===== src/rtl/fft_pkg.sv =====
// fft_pkg: shared FFT constants, sample word type and address bit-reversal
package fft_pkg;
  localparam int FFT_N_LOG2 = 4;
  localparam int FFT_DW = 16;
  typedef struct packed {
    logic [FFT_DW-1:0] re;
    logic [FFT_DW-1:0] im;
  } fft_sample_t;
  typedef enum logic {IDLE, RUN} fft_unload_state_t;
  function automatic logic [15:0] bitrev(input logic [15:0] k, input int n_log2);
    logic [15:0] r;
    logic [15:0] x;
    r = '0;
    x = k;
    for (int i = 0; i < 16; i++)
      if (i < n_log2) begin
        r = {r[14:0], x[0]};
        x = x >> 1;
      end
    return r;
  endfunction
endpackage


===== src/rtl/fft_output_unload_if.sv =====
// fft_output_unload_if: result RAM read port plus the downstream bin stream
interface fft_output_unload_if import fft_pkg::*; #(
  parameter int N_LOG2 = FFT_N_LOG2,
  parameter int DW = FFT_DW
);
  logic              rd_en_o;
  logic [N_LOG2-1:0] rd_addr_o;
  logic [DW-1:0]     rd_re_i;
  logic [DW-1:0]     rd_im_i;
  logic              valid_o;
  logic              ready_o;
  logic [DW-1:0]     re_o;
  logic [DW-1:0]     im_o;
  logic [N_LOG2-1:0] idx_o;
  logic              last_o;
  modport master (
    output rd_en_o, rd_addr_o, valid_o, re_o, im_o, idx_o, last_o,
    input  rd_re_i, rd_im_i, ready_o
  );
  modport slave (
    input  rd_en_o, rd_addr_o, valid_o, re_o, im_o, idx_o, last_o,
    output rd_re_i, rd_im_i, ready_o
  );
endinterface


===== src/rtl/fft_out_fifo2.sv =====
// fft_out_fifo2: 2-entry FIFO of {idx, re, im} decoupling RAM latency from backpressure
module fft_out_fifo2 #(
  parameter int W = 36
) (
  input  logic         clk,
  input  logic         rst,
  input  logic         push,
  input  logic         pop,
  input  logic [W-1:0] din,
  output logic [W-1:0] head,
  output logic [1:0]   count
);
  logic [W-1:0] mem [2];
  logic wp;
  logic rp;
  // storage, pointers and occupancy; push and pop together leave count unchanged
  always_ff @(posedge clk or negedge rst)
    if (!rst) begin
      mem[0] <= '0;
      mem[1] <= '0;
      wp <= 1'b0;
      rp <= 1'b0;
      count <= 2'd0;
    end else begin
      if (push) begin
        mem[wp] <= din;
        wp <= ~wp;
      end
      if (pop) rp <= ~rp;
      count <= count + 2'(push) - 2'(pop);
    end
  assign head = mem[rp];
  a_no_overflow: assert property (@(posedge clk) disable iff (!rst) !(push && !pop && count == 2'd2));
  a_no_underflow: assert property (@(posedge clk) disable iff (!rst) !(pop && count == 2'd0));
endmodule


===== src/rtl/fft_output_unload.sv =====
// fft_output_unload: reads FFT results in bit-reversed RAM order and streams bins in natural order
module fft_output_unload import fft_pkg::*; #(
  parameter int N_LOG2 = FFT_N_LOG2,
  parameter int DW = FFT_DW,
  parameter bit BITREV = 1'b1
) (
  input  logic clk,
  input  logic rst,
  input  logic done_i,
  output logic busy_o,
  output logic overrun_o,
  fft_output_unload_if.master bus
);
  localparam int W = N_LOG2 + 2 * DW;
  localparam int N = 2 ** N_LOG2;
  fft_unload_state_t state_q, state_d;
  logic [N_LOG2:0]   rd_k_q;
  logic              inflight_q;
  logic [N_LOG2-1:0] inflight_idx_q;
  logic [1:0]        count;
  logic [W-1:0]      head;
  logic [N_LOG2-1:0] idx;
  logic [N_LOG2-1:0] addr;
  logic [2:0]        occ;
  logic              valid;
  logic              pop;
  logic              fin;
  logic              start;
  logic              rd_en;
  fft_out_fifo2 #(.W(W)) u_fifo (
    .clk(clk),
    .rst(rst),
    .push(inflight_q),
    .pop(pop),
    .din({inflight_idx_q, bus.rd_re_i, bus.rd_im_i}),
    .head(head),
    .count(count)
  );
  assign idx = head[W-1 -: N_LOG2];
  assign valid = count != 2'd0;
  assign pop = valid & bus.ready_o;
  assign fin = pop & (idx == N_LOG2'(N - 1));
  assign {bus.idx_o, bus.re_o, bus.im_o} = head;
  assign bus.valid_o = valid;
  assign bus.last_o = valid & (idx == N_LOG2'(N - 1));
  assign bus.rd_en_o = rd_en;
  assign bus.rd_addr_o = rd_en ? addr : '0;
  assign busy_o = state_q == RUN;
  // next state and read issue: a read may go out only if the FIFO can still absorb it
  // after this cycle's pop, counting the read already on its way back from the RAM
  always_comb begin
    start = done_i & (state_q == IDLE | fin);
    state_d = start ? RUN : fin ? IDLE : state_q;
    occ = 3'(count) + 3'(inflight_q);
    rd_en = (state_q == RUN) & !rd_k_q[N_LOG2] & (occ < 3'd2 + 3'(pop));
    addr = BITREV ? N_LOG2'(bitrev(16'(rd_k_q[N_LOG2-1:0]), N_LOG2)) : rd_k_q[N_LOG2-1:0];
  end
  // state, saturating issue counter, return tag and overrun pulse
  always_ff @(posedge clk or negedge rst)
    if (!rst) begin
      state_q <= IDLE;
      rd_k_q <= '0;
      inflight_q <= 1'b0;
      inflight_idx_q <= '0;
      overrun_o <= 1'b0;
    end else begin
      state_q <= state_d;
      rd_k_q <= start ? '0 : rd_k_q + {{N_LOG2{1'b0}}, rd_en};
      inflight_q <= rd_en;
      inflight_idx_q <= rd_k_q[N_LOG2-1:0];
      overrun_o <= done_i & (state_q == RUN) & !fin;
    end
endmodule


===== src/flat_wrapper.sv =====
// flat-port wrapper written by rule: the top's interface ports become plain ports
module fft_output_unload_flat import fft_pkg::*;
#(
  parameter int N_LOG2 = FFT_N_LOG2,
  parameter int DW = FFT_DW,
  parameter bit BITREV = 1'b1
)
  (clk, rst, done_i, busy_o, overrun_o, bus_rd_en_o, bus_rd_addr_o, bus_valid_o, bus_re_o, bus_im_o, bus_idx_o, bus_last_o, bus_rd_re_i, bus_rd_im_i, bus_ready_o);
  fft_output_unload_if #(.N_LOG2(N_LOG2), .DW(DW)) bus_i ();
  input  logic clk;
  input  logic rst;
  input  logic done_i;
  output logic busy_o;
  output logic overrun_o;
  output wire logic [$bits(bus_i.rd_en_o)-1:0] bus_rd_en_o;
  output wire logic [$bits(bus_i.rd_addr_o)-1:0] bus_rd_addr_o;
  output wire logic [$bits(bus_i.valid_o)-1:0] bus_valid_o;
  output wire logic [$bits(bus_i.re_o)-1:0] bus_re_o;
  output wire logic [$bits(bus_i.im_o)-1:0] bus_im_o;
  output wire logic [$bits(bus_i.idx_o)-1:0] bus_idx_o;
  output wire logic [$bits(bus_i.last_o)-1:0] bus_last_o;
  input wire logic [$bits(bus_i.rd_re_i)-1:0] bus_rd_re_i;
  input wire logic [$bits(bus_i.rd_im_i)-1:0] bus_rd_im_i;
  input wire logic [$bits(bus_i.ready_o)-1:0] bus_ready_o;
  assign bus_rd_en_o = bus_i.rd_en_o;
  assign bus_rd_addr_o = bus_i.rd_addr_o;
  assign bus_valid_o = bus_i.valid_o;
  assign bus_re_o = bus_i.re_o;
  assign bus_im_o = bus_i.im_o;
  assign bus_idx_o = bus_i.idx_o;
  assign bus_last_o = bus_i.last_o;
  assign bus_i.rd_re_i = bus_rd_re_i;
  assign bus_i.rd_im_i = bus_rd_im_i;
  assign bus_i.ready_o = bus_ready_o;
  fft_output_unload #(.N_LOG2(N_LOG2), .DW(DW), .BITREV(BITREV)) u_core (.clk(clk), .rst(rst), .done_i(done_i), .busy_o(busy_o), .overrun_o(overrun_o), .bus(bus_i));
endmodule

===== config.mk =====
export PLATFORM = sky130hd
export DESIGN_NAME = fft_output_unload_flat
export DESIGN_NICKNAME = d
export VERILOG_FILES = /design/src/rtl/fft_pkg.sv /design/src/rtl/fft_output_unload_if.sv /design/src/rtl/fft_out_fifo2.sv /design/src/rtl/fft_output_unload.sv /design/src/flat_wrapper.sv
export SDC_FILE = /design/constraint.sdc
export NUM_CORES = 1
export LEC_CHECK = 0
export BUFFER_PORTS_ARGS = -buffer_cell sky130_fd_sc_hd__buf_4
export CAP_MARGIN = 25
export CORE_MARGIN = 2
export CORE_UTILIZATION = 54
export DETAILED_ROUTE_END_ITERATION = 10
export GPL_ROUTABILITY_DRIVEN = 0
export PLACE_DENSITY = 0.91
export SETUP_SLACK_MARGIN = 0.5
export SYNTH_ARGS = -nofsm -noshare
export SYNTH_HDL_FRONTEND = slang
export SYNTH_SLANG_ARGS = --single-unit

===== constraint.sdc =====
create_clock -name clk -period 2.5 [get_ports clk]
set_input_delay 0.375 -clock clk [delete_from_list [all_inputs] [get_ports clk]]
set_output_delay 0.375 -clock clk [all_outputs]
set_load 0.01 [all_outputs]

==> metrics.md, run 1 <==
| Metric | Value |
|---|---|
| Status | finished, final reports clean |
| Clk_skew | 0.0103 ns |
| Fin nets | approximately 400 |
| Post-Synthesis Cells | 258 |
| Max_slew headroom | 0.554 |
| Leak | ~2.2 nW |
| Die W | about 90 µm |
| Fin Hold WS | between 0.03 and 0.04 ns |
| Antenna violations before repair | 0 |
| Post-DP HPWL | 5230 µm |
| FF-to-FF setup slack | 0.44 ns |
| TNS Setup | 0 ns |
| VDD IR max | ~740 µV |
| Initial Utilization | 0.563 |
| R2r endpoint | u_core.rd_k_q[4] |
| Clock Latency Late Sink | around 0.36 ns |
| Core area | 6830 µm² |
| Non-Filler Instances | around 460 |
| Clock sinks | between 80 and 90 |
| Gr usage total | 0.206 |
| TritonCTS buffer count | 9 |
| Die height | 88.4 µm |
| Syn Area/Cell | roughly 15 µm² |
| Synthesized area | 3840 µm² |
| Vias per Instance | ~5.2 |
| Vias in the first global route | 2,603 |
| Pre-antenna DRT Iters | 4 |
| Die area | around 7800 µm² |
| PwrDens | between 1500 and 2000 nW/µm² |
| Worst-margin pin slew | about 0.67 ns |
| Worst-path clk slew | ~0.08 ns |
| Most common cell after layout, fill and taps aside | mux2_2 |
| Max FO, Critical Path | 3 |
| Critical Path End Type | output port |
| Avg WL per Cell | between 15 and 20 µm |
| Gr ovfl total | 0 |
| Final hold vios | 0 |
| DRT iter0 DRCs | 67 |
| Most frequent cells in the layout | 105 x mux2_2, 91 x buf_4, 87 x dfrtp_1, 10 x clkbuf_8, 9 x nand2_1 |
| Min cycle time layout | 2.11 ns |
| Slew Viols, Final | 0 |
| DP Area | between 4000 and 5000 µm² |
| Top Ports | 81 |
| Final Cycle Share | 0.844 |
| Min-delay worst type | input port to asynchronous set/reset pin |
| Synth warn | 0 |
| Yosys reg bits | between 80 and 90 |
| DRT antenna net count | 0 |
| Via count | between 2k and 2.5k |
| Post-Syn Nets | 300 |
| Worst Path Arrival | 1.73 ns |
| Fraction of layout cells with a size suffix above 1 | 0.632 |
| CTS Hold Bufs | 0 |
| Area growth syn-to-layout | 27.1% |
| Sequential cell area fraction in the yosys report | 0.573 |
| Unrepaired setup endpoints after global routing | true |
| CTS tree | done |
| Worst Setup SP | u_core.inflight_q |
| Total Routed Length | 7590 µm |
| Unique cell type count in the Yosys netlist | 26 |
| Fmax | about 0.47 GHz |
| Num rows | 30 |
| First-pass GRT wire length | approximately 12,000 µm |
| Diodes inserted | 0 |
| Setup CP Type | register to output port |
| Crit path required time | ~2.1 ns |
| Clock root cell | clkbuf_8 |
| DRC viols | 0 |
| Finished layout cell area | a little under 5000 µm² |
| Largest net degree at the start of global routing | 55 |
| H-tree depth | 3 |
| Max cap viols | 0 |
| Startpoint types | register |
| # setup viols final | 0 |
| R2r worst-path depth | 12 |
| Post-Place Cells | about 430 |
| FF-to-FF Start | u_core.inflight_q |
| Max clock buf depth | 2 |
| I/O Buffers | 80 |
stage by stage:
stage | power (mW) | utilization | setup slack (ns)
after detailed placement | 6.17 | 0.668 | 0.439
after floorplan | 4.84 | - | 0.536
after global placement | 5.99 | 0.668 | 0.540
after CTS | 7.34 | 0.710 | 0.397
after global routing | 7.80 | 0.715 | 0.333
final | 7.34 | 0.715 | 0.391
report_power, final:
group | switching [mW] | internal (mW) | total (mW) | leakage (nW)
combinational | 1.53 | 2.25 | 3.78 | 1.11
clock | 0.468 | 0.483 | 0.951 | 0.0925
sequential | 0.439 | 2.17 | 2.60 | 1.03
cell usage after synthesis, drive strengths merged:
master,number,area [µm²]
xnor2,5,43.8
and3,4,25.0
nor2,7,33.8
xor2,2,17.5
clkbuf,1,13.8
or2,1,6.26
nor2b,1,6.26
o21ai,2,10.0
a21oi,2,10.0
nor3,1,5.00
inv,5,18.8
buf,9,87.6
a21o,1,7.51
o21bai,1,7.51
ha,6,75.1
dfrtp,88,2200
a21boi,1,7.51
nand3,3,15.0
nand2,10,40.0
nand4,1,6.26
mux2,107,1200
critical path, cell delays in order (launching register included):
cell and delay [ns]:
dfrtp_1 0.40, ha_2 0.20, ha_4 0.16, nor3_4 0.18, nand2_1 0.11, inv_2 0.09
ha_4 0.14, buf_6 0.09
routing by layer:
layer | global-route usage | wire (µm) | vias up
li1 | - | - | 1093
met1 | 0.249 | 3220 | 1222
met2 | 0.364 | 3890 | 59
met3 | 0.0354 | 339 | 13
met4 | 0.0882 | 140 | 0
met5 | 0 | 0 | -
registers in the layout (all words and copies together) (netlist names):
register,flops
u_core.overrun_o,1
u_core.inflight_q,1
u_core.u_fifo.rp,1
u_core.busy_o,1
u_core.rd_k_q,5
u_core.u_fifo.mem,72
u_core.inflight_idx_q,4
u_core.u_fifo.count,2
u_core.u_fifo.wp,1
cell type report:
| class | count | area (µm²) |
|---|---|---|
| Clock buffer | 12 | 145 |
| Clock inverter | 3 | 42.5 |
| Fill cell | 472 | 1950 |
| Inverter | 5 | 18.8 |
| Multi-Input combinational cell | 155 | 1600 |
| Sequential cell | 88 | 2200 |
| Tap cell | 96 | 120 |
| Timing Repair Buffer | 96 | 757 |
logic make-up after synthesis:
| kind of cell | count (synthesis) | synth area share |
|---|---|---|
| buf+inv | 15 | 0.0312 |
| simple gates | 28 | 0.0358 |
| fa+ha+maj | 6 | 0.0195 |
| mux | 107 | 0.313 |
| flops | 88 | 0.573 |
| compound gates | 7 | 0.0111 |
| xor+xnor | 7 | 0.0160 |
worst max path at each step:
stage / to / depth (start not counted)
after floorplan: u_core.rd_k_q[4] / 11
after global placement: u_core.rd_k_q[4] / 11
after detailed placement: u_core.rd_k_q[4] / 11
after CTS: bus_rd_addr_o[3] / 7
after global routing: bus_rd_addr_o[3] / 7
final: bus_rd_addr_o[3] / 7
repair_timing:
item / CTS / global route
hold endpoints to repair: 0 / 0
setup endpoints to repair: 38 / 9
setup buffers: 6 / 2
pin swaps: 5 / 5
gates resized for setup: 13 / 5
(Power assumes the default switching activity.)
==> inputs of run 2 (changes only) <==
Settings changed: CORE_UTILIZATION 54 to 49, PLACE_DENSITY 0.91 to 0.88.
Clock period 2.5 ns to 1.7 ns, I/O delays scaled along.
==> metrics.md, run 2 (same netlist as run 1, synthesis figures left out) <==
| Metric | Value |
|---|---|
| Status | complete, but fails checks |
| Failing checks | setup timing |
| Avg WL per Cell | 20.7 µm (+24%) |
| Max reg flops | 72 (unchanged) |
| Clock Latency Late Sink | 0.35 ns (about the same) |
| Max_slew headroom | 0.709 (+0.155) |
| R2r worst-path depth | 12 (unchanged) |
| Most common cell after layout, fill and taps aside | mux2_4 |
| Gr ovfl total | 0 (unchanged) |
| DRT antenna net count | 0 (unchanged) |
| Most frequent cells in the layout | 98 x mux2_4, 87 x dfrtp_1, 60 x buf_6, 50 x buf_4, 13 x buf_12 |
| TritonCTS buffer count | 9 (unchanged) |
| Pre-antenna DRT Iters | 5 (+1) |
| VDD IR max | 1320 µV (+78%) |
| CTS tree | done |
| Startpoint types | register |
| Unrepaired setup endpoints after global routing | true |
| Max FO, Critical Path | 3 (unchanged) |
| Min cycle time layout | between 1.5 and 2 ns |
| Top Ports | 81 (unchanged) |
| Fraction of layout cells with a size suffix above 1 | 0.715 (+0.0827) |
| Setup CP Type | register to output port |
| Final hold vios | 0 (unchanged) |
| Finished layout cell area | 6250 µm² (+28%) |
| Fillers | 402 (-15%) |
| Via count | 2,667 (+12%) |
| Leak | 3.05 nW (+37%) |
| Fin nets | 437 (+10%) |
| Final Cycle Share | 1.14 |
| Core area | 7650 µm² (+12%) |
| Worst Hold Path Cells | 2 |
| Vias per Instance | 5.31 (+1.3%) |
| Num rows | 32 (+6.7%) |
| Clk_skew | 0.0139 ns (+0.00352 ns) |
| Worst-path clk slew | 0.10 ns (+0.02 ns) |
| Antenna violations before repair | 0 (unchanged) |
| Clock root cell | clkbuf_8 |
| Die area | 8570 µm² (+9.7%) |
| Vias in the first global route | 2,919 (+12%) |
| PwrDens | 2430 nW/µm² (+62%) |
| First-pass GRT wire length | 15,500 µm (+28%) |
| Critical Path End Type | output port |
| Crit path required time | 1.44 ns (-0.68 ns) |
| DRT iter0 DRCs | 111 (+66%) |
| Biggest regs | u_core.u_fifo.mem x72, u_core.rd_k_q x5, u_core.inflight_idx_q x4 |
| Wire length on met3 | 359 µm (+5.9%) |
| Worst Path Arrival | 1.69 ns (-0.04 ns) |
| I/O Buffers | 80 (unchanged) |
| Area growth syn-to-layout | 62.5% |
| Non-Filler Instances | 502 (+10%) |
| Max cap viols | 0 (unchanged) |
| Die W | 92.6 µm (+4.8%) |
| # setup viols final | 105 (+105) |
| DP Area | 4770 µm² (+4.4%) |
| H-tree depth | 3 (unchanged) |
| Max clock buf depth | 2 (unchanged) |
| DRC viols | 0 (unchanged) |
| Post-DP HPWL | 5270 µm (+0.72%) |
| Highest routed layer | met4 |
| Total Routed Length | 10,400 µm (+37%) |
| Post-Place Cells | 447 (+3.5%) |
| Diodes inserted | 0 (unchanged) |
| Fmax | 0.514 GHz |
| Min-delay worst type | input port to register |
| Initial Utilization | 0.503 (-0.0600) |
| Worst-margin pin slew | 0.437 ns (-0.233 ns) |
| Metal-1 WL | 4250 µm (+32%) |
| Clock sinks | 88 (unchanged) |
| Routed length on met2 | 5600 µm (+44%) |
| Final core utilization | 0.817 (+0.102) |
| Most flops, register | u_core.u_fifo.mem |
| Die height | 92.6 µm (+4.8%) |
| Slew Viols, Final | 0 (unchanged) |
| Final WS setup | -0.246 ns (-0.637 ns) |
| Largest net degree at the start of global routing | 42 (-24%) |
| Gr usage total | 0.237 (+0.0312) |
==> run 2: cell types whose count changed in the layout (fill, tap and decap cells not counted), moves of 10 or more <==
| cell | previous run | this run |
|---|---|---|
| buf_6 | 3 | 60 |
| buf_4 | 91 | 50 |
| buf_12 | 2 | 13 |
| mux2_2 | 105 | 9 |
| buf_16 | 0 | 10 |
| mux2_4 | 0 | 98 |
==> run 2: timing repair <==
item                                    CTS  global route
pin swaps                                 9            11
buffers inserted                         18             8
hold endpoints to repair                 31             0
gates cloned                             10             2
hold buffers                              1             0
gates resized for setup                 149            41
endpoints found under the setup margin  125           126
==> run 2: final timing paths <==
path                                   startpoint                       end  slack [ns]
setup / recovery           u_core.u_fifo.count[0]          bus_rd_addr_o[2]       -0.25
hold / removal                     bus_rd_re_i[0]     u_core.u_fifo.mem[16]        0.14
setup reg to reg           u_core.u_fifo.count[0]          u_core.rd_k_q[4]       -0.21
hold reg to reg                  u_core.rd_k_q[0]  u_core.inflight_idx_q[0]        0.48
max in group asynchronous                     rst     u_core.u_fifo.mem[60]        0.72
min in group asynchronous                     rst     u_core.u_fifo.mem[19]        0.39
==> run 2: through the flow <==
stage	setup TNS (ns)	hold WS, ns	setup slack (ns)	power [mW]
3_3_place_gp	-0.0125	0.220	-0.0125	9.40
3_5_place_dp	-0.304	0.221	-0.129	9.67
4_1_cts	-9.59	0.132	-0.242	14.0
5_1_grt	-18.33	0.129	-0.299	15.9
6_report	-12.03	0.139	-0.246	15.2
2_1_floorplan	-0.236	-0.0406	-0.0985	7.58
==> run 2: cell type report <==
class | count | area [µm²] | area share
inverters | 5 | 26.3 | 0.00421
multi-input cells | 155 | 2060 | 0.330
clock inverters | 4 | 28.8 | 0.00461
repair buffers | 136 | 1650 | 0.264
clock buffers | 12 | 155 | 0.0248
well taps | 102 | 128 | 0.0204
flip-flops and latches | 88 | 2200 | 0.353
==> run 2: worst max-delay path, stage by stage (launching register included) <==
cell	delay, ns
dfrtp_1	0.41
ha_2	0.20
ha_4	0.27
o21ai_4	0.06
buf_6	0.12
and3_4	0.17
buf_6	0.12
==> run 2: power by group <==
group	switching [mW]	total [mW]	internal [mW]
Sequential	0.821	4.01	3.19
Clock	0.742	1.35	0.613
Combinational	3.33	9.80	6.47
Total	4.89	15.2	10.3
==> run 2: per-layer routing <==
metal / vias to the layer above / GRT usage
li1: 1184 / -
met1: 1392 / 0.296
met2: 77 / 0.428
met3: 14 / 0.0366
met4: 0 / 0.0672
met5: - / 0
==> inputs of run 3 (changes only) <==
Settings changed: CORE_UTILIZATION 49 to 45, PLACE_DENSITY 0.88 to 0.82.
==> metrics.md, run 3 (same netlist as run 1, synthesis figures left out) <==
| Metric | Value |
|---|---|
| Diodes inserted | 0 (unchanged) |
| Max reg flops | 72 (unchanged) |
| Leak | 3.05 nW (+0.11%) |
| Fraction of layout cells with a size suffix above 1 | 0.692 (-0.0227) |
| CTS tree | done |
| Initial Utilization | 0.465 (-0.0372) |
| H-tree depth | 3 (unchanged) |
| Setup CP Type | register to output port |
| Fin nets | 427 (-2.3%) |
| Min cycle time layout | 1.94 ns (-0.00121 ns) |
| Core area | 8260 µm² (+8.0%) |
| Max_slew headroom | 0.659 (-0.0501) |
| Die height | 96.4 µm (+4.2%) |
| Final hold vios | 0 (unchanged) |
| Clk_skew | 0.0111 ns (-0.00275 ns) |
| DRT iter0 DRCs | 46 (-59%) |
| DRT antenna net count | 0 (unchanged) |
| Most flops, register | u_core.u_fifo.mem |
| VDD IR max | 1350 µV (+2.4%) |
| Pre-antenna DRT Iters | 4 (-1) |
| Final total power | 15.0 mW (-0.91%) |
| Max FO, Critical Path | 3 (unchanged) |
| Die W | 96.4 µm (+4.2%) |
| Fin Hold WS | 0.145 ns (+0.00628 ns) |
| Max cap viols | 0 (unchanged) |
| Via count | 2,587 (-3.0%) |
| TNS Setup | -5.21 ns (+6.82 ns) |
| Num rows | 33 (+3.1%) |
| Max clock buf depth | 2 (unchanged) |
| Worst Hold Path Cells | 2 (unchanged) |
| Avg WL per Cell | 20.0 µm (-3.4%) |
| Die area | 9300 µm² (+8.5%) |
| Antenna violations before repair | 0 (unchanged) |
| DP Area | 4790 µm² (+0.39%) |
| Fmax | 0.514 GHz (about the same) |
| Final core utilization | 0.750 (-0.0666) |
| Final Cycle Share | 1.14 (about the same) |
| Failing checks | setup timing |
| Worst Path Arrival | 1.69 ns (about the same) |
| Worst-margin pin slew | 0.512 ns (+0.0751 ns) |
| Startpoint types | register |
| Top Ports | 81 (unchanged) |
| Post-DP HPWL | 5010 µm (-4.8%) |
| Min-delay worst type | input port to register |
| Area growth syn-to-layout | 61.2% |
| DRC viols | 0 (unchanged) |
| Critical Path End Type | output port |
| Slew Viols, Final | 0 (unchanged) |
| Gr usage total | 0.216 (-0.0217) |
| Clock Latency Late Sink | 0.34 ns (about the same) |
| Vias per Instance | 5.23 (-1.6%) |
| Status | complete, but fails checks |
| Crit path required time | 1.44 ns (about the same) |
| # setup viols final | 48 (-54%) |
| Finished layout cell area | 6200 µm² (-0.82%) |
| Unrepaired setup endpoints after global routing | true |
| Most common cell after layout, fill and taps aside | mux2_4 |
| Total Routed Length | 9900 µm (-4.7%) |
| Largest net degree at the start of global routing | 41 (-2.4%) |
| Biggest regs | u_core.u_fifo.mem x72, u_core.rd_k_q x5, u_core.inflight_idx_q x4 |
| Final WS setup | -0.245 ns (+0.00121 ns) |
| Vias in the first global route | 2,846 (-2.5%) |
| PwrDens | 2430 nW/µm² (about the same) |
| Fillers | 514 (+28%) |
| Most frequent cells in the layout | 107 x mux2_4, 87 x dfrtp_1, 53 x buf_6, 45 x buf_4 |
| TritonCTS buffer count | 9 (unchanged) |
| First-pass GRT wire length | 14,900 µm (-3.6%) |
| R2r worst-path depth | 7 (-5) |
| Clock root cell | clkbuf_8 |
| Worst-path clk slew | 0.09 ns (about the same) |
| I/O Buffers | 80 (unchanged) |
| Gr ovfl total | 0 (unchanged) |
| Clock sinks | 88 (unchanged) |
==> run 3: final timing paths <==
kind	slack, ns	from	endpoint
worst max-delay path	-0.24	u_core.u_fifo.count[0]	bus_rd_addr_o[2]
worst min-delay path	0.15	done_i	u_core.busy_o
worst max register to register	-0.19	u_core.u_fifo.count[1]	u_core.u_fifo.count[1]
worst min register to register	0.45	u_core.rd_k_q[0]	u_core.inflight_idx_q[0]
max in group asynchronous	0.69	rst	u_core.u_fifo.mem[4]
min in group asynchronous	0.42	rst	u_core.u_fifo.mem[20]
==> run 3: repair_timing <==
| item | 4_1_cts | 5_1_grt |
|---|---|---|
| gates resized for setup | 167 | 10 |
| setup endpoints to repair | 126 | 127 |
| pin swaps | 8 | 4 |
| hold buffers | 1 | 0 |
| hold endpoints to repair | 36 | 0 |
| buffers inserted | 12 | 5 |
| cloned | 9 | 5 |
==> run 3: worst max-delay path, stage by stage, from the launching register on <==
cell and delay, ns:
dfrtp_1 0.42, ha_2 0.20, ha_4 0.26, o21ai_2 0.05, buf_4 0.15, and3_4 0.16
buf_6 0.11
==> run 3: cell type report <==
class                      count  area (µm²)  share of cell area
clock inverter                 4        77.6              0.0125
inverter                       5        21.3             0.00343
multi-input combinational    155        2050               0.332
sequential                    88        2200               0.356
timing repair buffer         126        1560               0.252
tap                          105         131              0.0212
clock buffer                  12         145              0.0234
==> run 3: per-stage QoR <==
step | setup slack (ns) | instances
finish | -0.245 | 495
global route | -0.318 | 495
CTS | -0.253 | 485
detailed placement | -0.241 | 447
global placement | -0.0484 | 447
floorplan | -0.0985 | 258
==> run 3: power by group <==
group / switching [mW] / internal, mW / leakage, nW
registers: 0.806 / 3.19 / 1.03
clock network: 0.723 / 0.876 / 0.111
logic: 3.16 / 6.28 / 1.91
==> run 3: layer usage <==
metal	global-route usage	vias up	share of wire	wire length, µm
met5	0	-	0	0
li1	-	1167	-	-
met3	0.0334	8	0.043	422
met1	0.288	1335	0.44	4360
met4	0.0575	0	0.0081	80
met2	0.369	77	0.51	5030
